===== src/rtl/debounce_bank.sv =====
// rtl/debounce_bank.sv - N-channel push-button debouncer with press/release/long/repeat pulses
// Channels share one free-running tick prescaler; each has its own synchronizer and lockout FSM.
module debounce_bank #(
    parameter int N          = 4,
    parameter int TICK_DIV   = 100_000,
    parameter int DEB_TICKS  = 1,
    parameter int LONG_TICKS = 1000,
    parameter int REP_TICKS  = 200,
    parameter int REPEAT_EN  = 1
) (
    input  logic         ck,
    input  logic         rst,
    input  logic [N-1:0] button,
    output logic [N-1:0] level,
    output logic [N-1:0] press,
    output logic [N-1:0] rel,
    output logic [N-1:0] long,
    output logic [N-1:0] rep,
    output logic         tick
);

    localparam int CNT_MAX = (LONG_TICKS >= REP_TICKS)
                           ? ((LONG_TICKS >= DEB_TICKS) ? LONG_TICKS : DEB_TICKS)
                           : ((REP_TICKS >= DEB_TICKS) ? REP_TICKS : DEB_TICKS);
    localparam int CW = $clog2(CNT_MAX + 1);
    localparam int PW = $clog2(TICK_DIV);

    localparam logic [CW-1:0] DEB_C    = CW'(DEB_TICKS);
    localparam logic [CW-1:0] LONG_C   = CW'(LONG_TICKS);
    localparam logic [CW-1:0] REP_C    = CW'(REP_TICKS);
    localparam logic [PW-1:0] PRE_LAST = PW'(TICK_DIV - 1);

    typedef enum logic [2:0] {
        IDLE     = 3'd0,
        PUSH     = 3'd1,
        HELD     = 3'd2,
        RPT      = 3'd3,
        NOT_PUSH = 3'd4
    } state_t;

    logic [PW-1:0] pre;

    always_ff @(posedge ck) begin
        if (rst) begin
            pre <= '0;
        end else if (pre == PRE_LAST) begin
            pre <= '0;
        end else begin
            pre <= pre + 1'b1;
        end
    end

    assign tick = (pre == PRE_LAST);

    for (genvar g = 0; g < N; g++) begin : g_ch
        state_t        state, state_n;
        logic [CW-1:0] cnt, cnt_n, cnt_inc;
        logic [1:0]    sync;
        logic          s;
        logic          press_n, rel_n, long_n, rep_n;
        logic          level_r, press_r, rel_r, long_r, rep_r;

        assign s       = sync[1];
        assign cnt_inc = cnt + 1'b1;

        // A falling synchronized input beats a same-cycle tick in HELD/RPT.
        always_comb begin
            state_n = state;
            cnt_n   = cnt;
            press_n = 1'b0;
            rel_n   = 1'b0;
            long_n  = 1'b0;
            rep_n   = 1'b0;
            case (state)
                IDLE: begin
                    if (s) begin
                        state_n = PUSH;
                        cnt_n   = '0;
                        press_n = 1'b1;
                    end
                end
                PUSH: begin
                    if (tick) begin
                        cnt_n = cnt_inc;
                        if (cnt_inc == DEB_C) begin
                            state_n = HELD;
                        end
                    end
                end
                HELD: begin
                    if (!s) begin
                        state_n = NOT_PUSH;
                        cnt_n   = '0;
                        rel_n   = 1'b1;
                    end else if (tick) begin
                        cnt_n = cnt_inc;
                        if (cnt_inc == LONG_C) begin
                            state_n = RPT;
                            cnt_n   = '0;
                            long_n  = 1'b1;
                        end
                    end
                end
                RPT: begin
                    if (!s) begin
                        state_n = NOT_PUSH;
                        cnt_n   = '0;
                        rel_n   = 1'b1;
                    end else if (tick) begin
                        cnt_n = cnt_inc;
                        if (cnt_inc == REP_C) begin
                            cnt_n = '0;
                            rep_n = (REPEAT_EN != 0);
                        end
                    end
                end
                NOT_PUSH: begin
                    if (tick) begin
                        cnt_n = cnt_inc;
                        if (cnt_inc == DEB_C) begin
                            state_n = IDLE;
                        end
                    end
                end
                default: begin
                    state_n = IDLE;
                    cnt_n   = '0;
                end
            endcase
        end

        always_ff @(posedge ck) begin
            if (rst) begin
                state   <= IDLE;
                cnt     <= '0;
                sync    <= '0;
                level_r <= 1'b0;
                press_r <= 1'b0;
                rel_r   <= 1'b0;
                long_r  <= 1'b0;
                rep_r   <= 1'b0;
            end else begin
                state   <= state_n;
                cnt     <= cnt_n;
                sync    <= {sync[0], button[g]};
                level_r <= (state_n == PUSH) || (state_n == HELD) || (state_n == RPT);
                press_r <= press_n;
                rel_r   <= rel_n;
                long_r  <= long_n;
                rep_r   <= rep_n;
            end
        end

        assign level[g] = level_r;
        assign press[g] = press_r;
        assign rel[g]   = rel_r;
        assign long[g]  = long_r;
        assign rep[g]   = rep_r;
    end

endmodule


===== config.mk =====
export PLATFORM = sky130hd
export DESIGN_NAME = debounce_bank
export DESIGN_NICKNAME = d
export VERILOG_FILES = /design/src/rtl/debounce_bank.sv
export SDC_FILE = /design/constraint.sdc
export NUM_CORES = 1
export LEC_CHECK = 0
export ABC_AREA = 0
export BUFFER_PORTS_ARGS = -buffer_cell sky130_fd_sc_hd__buf_2
export CAP_MARGIN = 20
export CELL_PAD_IN_SITES_DETAIL_PLACEMENT = 1
export CELL_PAD_IN_SITES_GLOBAL_PLACEMENT = 1
export CORE_MARGIN = 2
export CORE_UTILIZATION = 50
export CTS_CLUSTER_SIZE = 25
export DETAILED_ROUTE_END_ITERATION = 12
export PLACE_DENSITY = 0.85
export SYNTH_ARGS = -nofsm -noshare
export SYNTH_HDL_FRONTEND = slang
export SYNTH_SLANG_ARGS = --single-unit

===== constraint.sdc =====
create_clock -name ck -period 4.5 [get_ports ck]
set_input_delay 0.45 -clock ck [delete_from_list [all_inputs] [get_ports ck]]
set_output_delay 0.45 -clock ck [all_outputs]
set_load 0.02 [all_outputs]

==> results.md, run 1 <==
- Synth cell types: 81
- Cell count after synthesis: 702
- Yosys top cell area share: 0.341
- Worst hold start: button[2]
- Number of synthesized flops with an enable pin: 0
- Clock latency on the worst-skew pair: 0.36 ns
- RSZ-0062 raised after global routing: false
- Worst Path Required: 4.81 ns
- Ys async rst share: 0
- Max frequency: 0.314 GHz
- Fin crit period: 3.18 ns
- Syn nets: 717
- Crit end category: register
- Minimum hold slack: 0.299 ns
- P&R area growth vs syn: 4.58%
- Status: finished clean
- Initial Util: 0.518
- First-pass GRT wire length: 25900 um
- Main flop type after synthesis: dfxtp_1
- Area contributors post-synth: dfxtp_1, nor2_1, nand2_1
- Final Hold Vio Count: 0
- MaxCap Viol Count: 0
- Peak supply drop: 0.204 mV
- Antenna Cells: 0
- Pins Over Slew Limit: 0
- Slack of the worst reg-to-reg path: 1.32 ns
- Most common cell in the netlist: dfxtp_1
- Fillers: 1329
- Clock Skew: 0.0120 ns
- CP Class: register to register
- Gr usage total: 0.253
- Detailed-route vias per instance: 6.12
- Wire per inst: 18.4 um
- Hold Path Stages: 2
- PD cells: 303 nW/um2
- Remaining antenna violation count: 0
- Rel. slew slack: 0.367
- DP Worst Slack: 1.37 ns
- Fin worst setup slack: 1.32 ns
- Postcts setup bufs: 0
- Clock buffer depth: 2
- Static leakage: 2.19 nW
- Initial antenna violation count: 0
- # setup viols final: 0
- Num CTS Buffers: 9
- CTS H-tree depth: 3
- Core Area: 11000 um2
- Total Power: 1.80 mW
- Worst-Margin Slew: 0.941 ns
- Nets: 695
- Slowest stage delay, CP: 0.82 ns
- CTS resizes: 0
- Syn. warnings: 0
- Arr. time, crit path: 3.49 ns
- Vias in the first global route: 5186
- Crit path cell chain: ha_1 > and3_2 > and3_1 > nand2_1 > nor2_1 > nand3_2 > nor3b_1 > a21o_1
- Worst r2r src: pre[0]$_SDFF_PP0_
- Row Count: 38
- Syn avg cell area: 8.10 um2
- Hold buffers post-CTS: 0
- Top cells by count, synth: dfxtp_1, nor2_1, nand2_1, nand3_1, nor3_1
- Sequential share of the synthesized area: 0.341
- Die area: 12200 um2
- Post-Route WL: 15200 um
- Worst-path fanout max: 14
- Dpl hpwl: 10700 um
- R2R depth: 8
- Total number of vias: 5050
- Crit path launch type: register
- Crit path buf inv count: 0
- Reg-to-reg critical path endpoint: g_ch[2].cnt[2]$_SDFFE_PP0P_
- Mapped Area: 5690 um2
- Crit path max-delay family: simple AND/OR/NAND/NOR gates
- Biggest area consumer among synthesized cells: dfxtp_1
- DR iter-0 viols: 338
- Master of the slowest instance on the critical path: nor2_1
- CTS Sinks: 97
- Clock Root Buffer: clkbuf_16
- Placer Congestion: 0.904
- Worst hold path endpoint: g_ch[2].sync[0]$_SDFF_PP0_
- Die W: 111 um
- Die height: 111 um
- Share of cells above drive strength 1: 0.109
- Io pins: 27
- Fin crit share: 0.707
- Post-route DRC violation count: 0
- TritonCTS clock tree: done
- Port-buffer cells: 26
- Clock-pin slew on the worst setup and hold paths: 0.07 ns
- Setup TNS: 0 ns
- #FFs+latches synth: 97
- GRT overflow: 0
- DR pass1 iterations: 4
- Hold Crit Class: input pin to register
- Pin count of the biggest net entering global routing: 46
[cell type report]
type	instances	area, um2	area share
clock buffers	10	229	0.0385
clock inverters	6	91.3	0.0154
inverters	27	101	0.0170
multi-input cells	518	3270	0.550
flip-flops and latches	97	1940	0.326
well taps	140	175	0.0294
repair buffers	27	138	0.0231
[power by group]
| part | total (mW) | internal [mW] | switching (mW) |
|---|---|---|---|
| combinational | 0.0754 | 0.0253 | 0.0500 |
| sequential | 0.881 | 0.868 | 0.0126 |
| clock | 0.848 | 0.490 | 0.358 |
[worst max path at each step]
stage | startpoint | to | slack (ns) | cells after the start
6_report | pre[0]$_SDFF_PP0_ | g_ch[2].cnt[2]$_SDFFE_PP0P_ | 1.32 | 8
5_1_grt | pre[0]$_SDFF_PP0_ | g_ch[2].cnt[7]$_SDFFE_PP0P_ | 1.03 | 8
4_1_cts | pre[0]$_SDFF_PP0_ | g_ch[2].cnt[2]$_SDFFE_PP0P_ | 1.35 | 8
3_5_place_dp | pre[0]$_SDFF_PP0_ | g_ch[2].cnt[2]$_SDFFE_PP0P_ | 1.37 | 8
3_3_place_gp | pre[0]$_SDFF_PP0_ | g_ch[2].cnt[2]$_SDFFE_PP0P_ | 1.65 | 8
2_1_floorplan | pre[0]$_SDFF_PP0_ | g_ch[1].cnt[6]$_SDFFE_PP0P_ | 2.28 | 10
[worst reg2reg max path, stage by stage (launching register included)]
cell	delay, ns
dfxtp_1	0.42
ha_1	0.35
and3_2	0.26
and3_1	0.20
nand2_1	0.36
nor2_1	0.83
nand3_2	0.30
nor3b_1	0.30
a21o_1	0.12
[cells in the final DEF (no fill, tap or decap), types with 17 or more instances in the layout]
cell | netlist | final
a21oi_1 | 27 | 27
buf_2 | 16 | 26
dfxtp_1 | 97 | 97
inv_1 | 26 | 26
nand2_1 | 51 | 51
nand3_1 | 32 | 32
nand4_1 | 22 | 22
nor2_1 | 66 | 66
nor3_1 | 30 | 30
o21ai_0 | 29 | 29
or3_1 | 17 | 17
xnor2_1 | 19 | 19
[sequential cells by signal (all words and copies together) (netlist names)]
name,cells
g_ch.sync,8
g_ch.long_r,4
pre,17
g_ch.state,12
g_ch.rel_r,4
g_ch.level_r,4
g_ch.cnt,40
g_ch.press_r,4
g_ch.rep_r,4
[cell families (layout without fill, tap and decap cells)]
kind of cell,Yosys count,after routing,synth area share
and+or+nand+nor,325,325,0.310
AOI/OAI and AO/OA,145,145,0.184
DFF,97,97,0.341
buffers and inverters,87,70,0.0834
xor gates and xnor gates,35,35,0.0539
adders and majority gates,9,9,0.0198
muxes,4,4,0.00704
[routing by layer]
metal | global-route usage | up-vias | routed length, um
met5 | 0 | - | 0
met3 | 0.0448 | 11 | 360
met1 | 0.320 | 2521 | 7150
met4 | 0.0708 | 0 | 163
li1 | - | 2453 | -
met2 | 0.442 | 65 | 7530
[metrics by stage]
| step | util | cells | cell area (um2) |
|---|---|---|---|
| after floorplan | - | 702 | 5690 |
| after global placement | 0.512 | 809 | 5630 |
| after detailed placement | 0.512 | 809 | 5630 |
| after CTS | 0.542 | 825 | 5950 |
| after global routing | 0.542 | 825 | 5950 |
| final | 0.542 | 825 | 5950 |
(Power assumes the default switching activity.)
==> run 2, diff against run 1 <==
Settings changed: CORE_UTILIZATION 50 to 47, PLACE_DENSITY 0.85 to 0.8.
Clock period 4.5 ns to 3.1 ns, I/O delays scaled along.
==> run 2 against run 1 <==
  * Count of clock-buffer cells in the layout increased by 1
  * Sequential power increased by 45%
  * Power increased by 45%
  * Non-clock buffer count increased by 2
  * Maximum frequency increased by 16%
  * Critical path depth increased by 1
  * Clock skew decreased by 0.0052 ns
  * Largest power group unchanged
  * Highest routed layer unchanged
==> results.md, run 2 (synthesis results as in run 1) <==
- Worst-Margin Slew: 0.737 ns
- Most frequent cells in the layout: dfxtp_1, nor2_1, nand2_1
- Total Power: 2.61 mW
- Clock Root Buffer: clkbuf_16
- Hold Crit Class: input pin to register
- CTS Sinks: 97
- Max reg flops: 40
- CTS H-tree depth: 3
- Setup TNS: 0 ns
- DR pass1 iterations: 5
- Top sig layer: met4
- Final Hold Vio Count: 0
- Post-route DRC violation count: 0
- Reg-to-reg critical path endpoint: g_ch[2].state[1]$_SDFF_PP0_
- GRT overflow: 0
- Crit end category: register
- Clock-pin slew on the worst setup and hold paths: 0.06 ns
- TritonCTS clock tree: done
- P&R area growth vs syn: 5.04%
- Die area: 13000 um2
- First-pass GRT wire length: 25000 um
- Clock buffer depth: 2
- Placed Cells: 818
- Total area of sequential cells: 1940 um2
- Fin crit share: 0.884
- Initial antenna violation count: 0
- Share of cells above drive strength 1: 0.114
- Biggest register: g_ch.cnt
- Pins Over Slew Limit: 0
- Wire per inst: 18.1 um
- Dpl hpwl: 10700 um
- Remaining antenna violation count: 0
- Rel. slew slack: 0.504
- Master of the slowest instance on the critical path: dfxtp_1
- Arr. time, crit path: 3.00 ns
- WL met2: 7290 um
- Crit path capture: g_ch[2].state[1]$_SDFF_PP0_
- Pin count of the biggest net entering global routing: 46
- Die height: 114 um
- Initial Util: 0.478
- Commonest non-fill, non-tap cell in the layout: dfxtp_1
- Antenna Cells: 0
- Static leakage: 2.21 nW
- Multi-input gate area: 3280 um2
- Row Count: 40
- Die W: 114 um
- RSZ-0062 raised after global routing: false
- Fillers: 1457
- Gr usage total: 0.237
- Finished Layout Cells: 832
- R2R depth: 9
- Detailed-route vias per instance: 6.05
- Peak supply drop: 0.217 mV
- Registers with the most flip-flops: g_ch.cnt: 40 flops, pre: 17 flops, g_ch.state: 12 flops
- Postcts setup bufs: 0
- Total number of vias: 5031
- Nets: 697
- Fin crit period: 2.74 ns
- Slack of the worst reg-to-reg path: 0.36 ns
- Num CTS Buffers: 9
- Hold buffers post-CTS: 0
- # setup viols final: 0
- CP Class: register to register
- Crit path cell chain: ha_1 > and3_2 > and3_1 > nand2_2 > inv_2 > nand3_1 > nor3_1 > nand3_1 > a21boi_0
- Clock Skew: 0.00674 ns
- DR iter-0 viols: 378
- CTS resizes: 0
- Io pins: 27
- Met3 wire length: 422 um
- PD cells: 438 nW/um2
- Worst Path Required: 3.36 ns
- Port-buffer cells: 26
- Slowest stage delay, CP: 0.46 ns
- MaxCap Viol Count: 0
- Post-Route WL: 15100 um
- Wire length on met1: 7040 um
- Minimum hold slack: 0.172 ns
- Final core occ: 0.502
- Core Area: 11900 um2
- Cell mode on critical path: nand3_1
- Max frequency: 0.365 GHz
- Clock latency on the worst-skew pair: 0.36 ns
- Worst-path fanout max: 14
- Worst r2r src: pre[0]$_SDFF_PP0_
- Status: finished clean
- Placer Congestion: 0.903
- Worst Setup SP: pre[0]$_SDFF_PP0_
- Vias in the first global route: 4994
- Crit path launch type: register
## run 2: final cells by class
cell class | count | share of cell area
clock inverter | 3 | 0.0109
sequential | 97 | 0.325
timing repair buffer | 29 | 0.0255
inverter | 27 | 0.0170
tap | 147 | 0.0308
clock buffer | 11 | 0.0423
multi-input combinational | 518 | 0.548
## run 2: worst min-delay path by stage
stage	slack (ns)	startpoint	cells past startpoint	endpoint
after floorplan	0.41	g_ch[0].sync[0]$_SDFF_PP0_	1	g_ch[0].sync[1]$_SDFF_PP0_
after global placement	0.42	g_ch[0].sync[0]$_SDFF_PP0_	1	g_ch[0].sync[1]$_SDFF_PP0_
after detailed placement	0.44	g_ch[0].sync[0]$_SDFF_PP0_	1	g_ch[0].sync[1]$_SDFF_PP0_
after CTS	0.17	button[1]	2	g_ch[1].sync[0]$_SDFF_PP0_
after global routing	0.18	button[1]	2	g_ch[1].sync[0]$_SDFF_PP0_
final	0.17	button[1]	2	g_ch[1].sync[0]$_SDFF_PP0_
## run 2: power by group
part	leakage [nW]	switching [mW]	internal [mW]
Clock	0.157	0.479	0.741
Sequential	0.785	0.0193	1.26
Combinational	1.27	0.0746	0.0387
## run 2: critical path, delay by kind of cell, from the launching register on
family,cells,cell delay [ns]
adder cells (fa/ha/maj),1,0.36
AND/OR/NAND/NOR,6,1.30
buffers and inverters,1,0.27
flip-flops,1,0.46
AO/OA/AOI/OAI,1,0.26
## run 2: stage by stage
stage / worst slack, ns / instance area, um2
floorplan: 0.881 / 5690
global placement: 0.445 / 5650
detailed placement: 0.145 / 5650
CTS: 0.0404 / 5970
global route: 0.0677 / 5970
finish: 0.359 / 5970
## run 2: layer usage
layer / global-route usage / up-vias
met5: 0 / -
met4: 0.0902 / 0
met3: 0.0351 / 26
met2: 0.392 / 71
met1: 0.315 / 2470
li1: - / 2464
==> run 3, diff against run 2 <==
Settings changed: ABC_AREA 0 to 1, CORE_UTILIZATION 47 to 44.
==> run 3 against run 2 <==
  * Synthesized area shrank 6.0%
  * Clock power shrank 7%
  * Count of clock-buffer cells in the layout is the same
  * Critical path depth shrank 3
  * Sequential cell count is the same
  * Sequential power is essentially flat
  * Core utilization shrank 1.7 points
  * Combinational power grew 12%
  * Wire length shrank 5.3%
  * Power shrank 3.4%
==> results.md, run 3 <==
- Status: finished clean
- Io pins: 27
- Static leakage: 2.42 nW
- CP Class: register to primary output
- Hold Crit Class: input pin to register
- GRT overflow: 0
- Detailed-route vias per instance: 5.25
- Worst-path fanout max: 7
- Peak supply drop: 0.311 mV
- CTS resizes: 0
- Worst Path Required: 2.79 ns
- Top cells by count, synth: nand2_1, nor2_1, inv_1, dfxtp_1, a21oi_1
- DP Worst Slack: 0.879 ns
- Initial antenna violation count: 0
- DR pass1 iterations: 4
- Slowest stage delay, CP: 0.38 ns
- Syn. warnings: 0
- PD cells: 437 nW/um2
- RSZ-0062 raised after global routing: false
- Mapped Area: 5350 um2
- DR iter-0 viols: 211
- Syn nets: 830
- GRT met1 Usage: 0.273
- Met2 GRT Util: 0.436
- Setup TNS: 0 ns
- Crit end category: primary output
- Row Count: 40
- Num CTS Buffers: 9
- Hold buffers post-CTS: 0
- Commonest non-fill, non-tap cell in the layout: nand2_1
- Pin count of the biggest net entering global routing: 58
- Most frequent cells in the layout: nand2_1, nor2_1, inv_1
- Clock-pin slew on the worst setup and hold paths: 0.07 ns
- Minimum hold slack: 0.150 ns
- Number of synthesized flops with an enable pin: 0
- Design area: 5770 um2
- Postcts setup bufs: 0
- Main flop type after synthesis: dfxtp_1
- Arr. time, crit path: 2.07 ns
- Share of cells above drive strength 1: 0.0919
- # setup viols final: 0
- Crit path buf inv count: 3
- Yosys top cell area share: 0.363
- Gr usage total: 0.234
- Worst r2r src: pre[0]$_SDFF_PP0_
- Placed Cells: 958
- CTS H-tree depth: 3
- Worst Setup SP: pre[0]$_SDFF_PP0_
- Dpl hpwl: 10500 um
- Port-buffer cells: 26
- First-pass GRT wire length: 24500 um
- Max reg flops: 40
- Die height: 114 um
- Die area: 13000 um2
- Remaining antenna violation count: 0
- P&R area growth vs syn: 7.93%
- Post-place instance area: 5480 um2
- Synth cell types: 38
- CTS Sinks: 97
- MaxCap Viol Count: 0
- Nets: 837
- Most common cell in the netlist: nand2_1
- Fin worst setup slack: 0.720 ns
- Ys async rst share: 0
- Total Power: 2.52 mW
- #FFs+latches synth: 97
- Pins Over Slew Limit: 0
- Crit path max-delay family: buffers and inverters
- Worst hold start: button[3]
- Placer Congestion: 0.878
- Final Hold Vio Count: 0
- Clock Root Buffer: clkbuf_16
- Final core occ: 0.484
- Area contributors post-synth: dfxtp_1, nand2_1, nor2_1
- Fillers: 1633
- Crit path cell chain: ha_1 > nand3_1 > inv_1 > nand3_2 > inv_1 > buf_2
- Wire per inst: 14.6 um
- Total number of vias: 5116
- Initial Util: 0.449
- Master of the slowest instance on the critical path: dfxtp_1
- Finished Layout Cells: 974
- Clock Skew: 0.0132 ns
- Die W: 114 um
- GRT busiest layer: met2
- Met3 usage: 0.0445
- Worst-Margin Slew: 1.01 ns
- Biggest register: g_ch.cnt
- Fin crit period: 2.38 ns
- Clock buffer depth: 2
- Vias in the first global route: 5284
- Cell mode on critical path: inv_1
- Core Area: 11900 um2
- Crit path launch type: register
- Sequential share of the synthesized area: 0.363
- Registers with the most flip-flops: g_ch.cnt: 40 flops, pre: 17 flops, g_ch.state: 12 flops
- Biggest area consumer among synthesized cells: dfxtp_1
- Syn avg cell area: 6.56 um2
- Cell count after synthesis: 815
- TritonCTS clock tree: done
- Post-Route WL: 14300 um
- Max frequency: 0.420 GHz
- Rel. slew slack: 0.324
- Clock latency on the worst-skew pair: 0.36 ns
- Post-route DRC violation count: 0
- Antenna Cells: 0
- Fin crit share: 0.768
## run 3: changes by cell type in the layout (fill, tap and decap cells not counted), moves of 14 or more
cell	delta
a21oi_1	+23
or3_1	-17
nand2_1	+164
and3_1	-14
nor2b_1	-15
nand3_1	+17
inv_1	+77
o21ai_0	-17
xnor2_1	-14
nor2_1	+67
## run 3: logic make-up (layout without fill, tap and decap cells)
family | after synthesis | after routing | share of synthesized area
and+or+nand+nor | 481 | 481 | 0.401
AOI/OAI and AO/OA | 74 | 74 | 0.0749
adders and majority gates | 9 | 9 | 0.0211
buffers and inverters | 136 | 148 | 0.110
xor gates and xnor gates | 18 | 18 | 0.0295
DFF | 97 | 97 | 0.363
## run 3: worst paths after layout
path                                 to  slack, ns  cells past startpoint
min reg2reg  g_ch[3].sync[1]$_SDFF_PP0_       0.41                      2
min          g_ch[3].sync[0]$_SDFF_PP0_       0.15                      3
max                                tick       0.72                      6
max reg2reg    g_ch[3].rep_r$_SDFF_PP0_       0.86                      7
## run 3: cell type report
cell class                 count  area, um2  share of cell area
inverter                     104        390              0.0676
tap                          147        184              0.0319
timing repair buffer          28        145              0.0252
clock buffer                  11        253              0.0438
sequential                    97       1940               0.337
clock inverter                 5       42.5             0.00737
multi-input combinational    582       2810               0.488
## run 3: where the power goes
group / switching, mW / internal [mW]
logic: 0.0959 / 0.0311
clock network: 0.527 / 0.599
registers: 0.0108 / 1.26
total: 0.634 / 1.89
## run 3: routing by layer
metal | wire [um] | up-vias
li1 | - | 2578
met1 | 6450 | 2466
met2 | 7240 | 55
met3 | 379 | 17
met4 | 199 | 0
met5 | 0 | -
## run 3: worst register-to-register path, stage by stage (launching register included)
cell and delay, ns:
dfxtp_1 0.38, ha_1 0.20, nand3_1 0.17, inv_1 0.11, nand3_2 0.23, inv_1 0.38
nand2_1 0.27, nor4_1 0.39
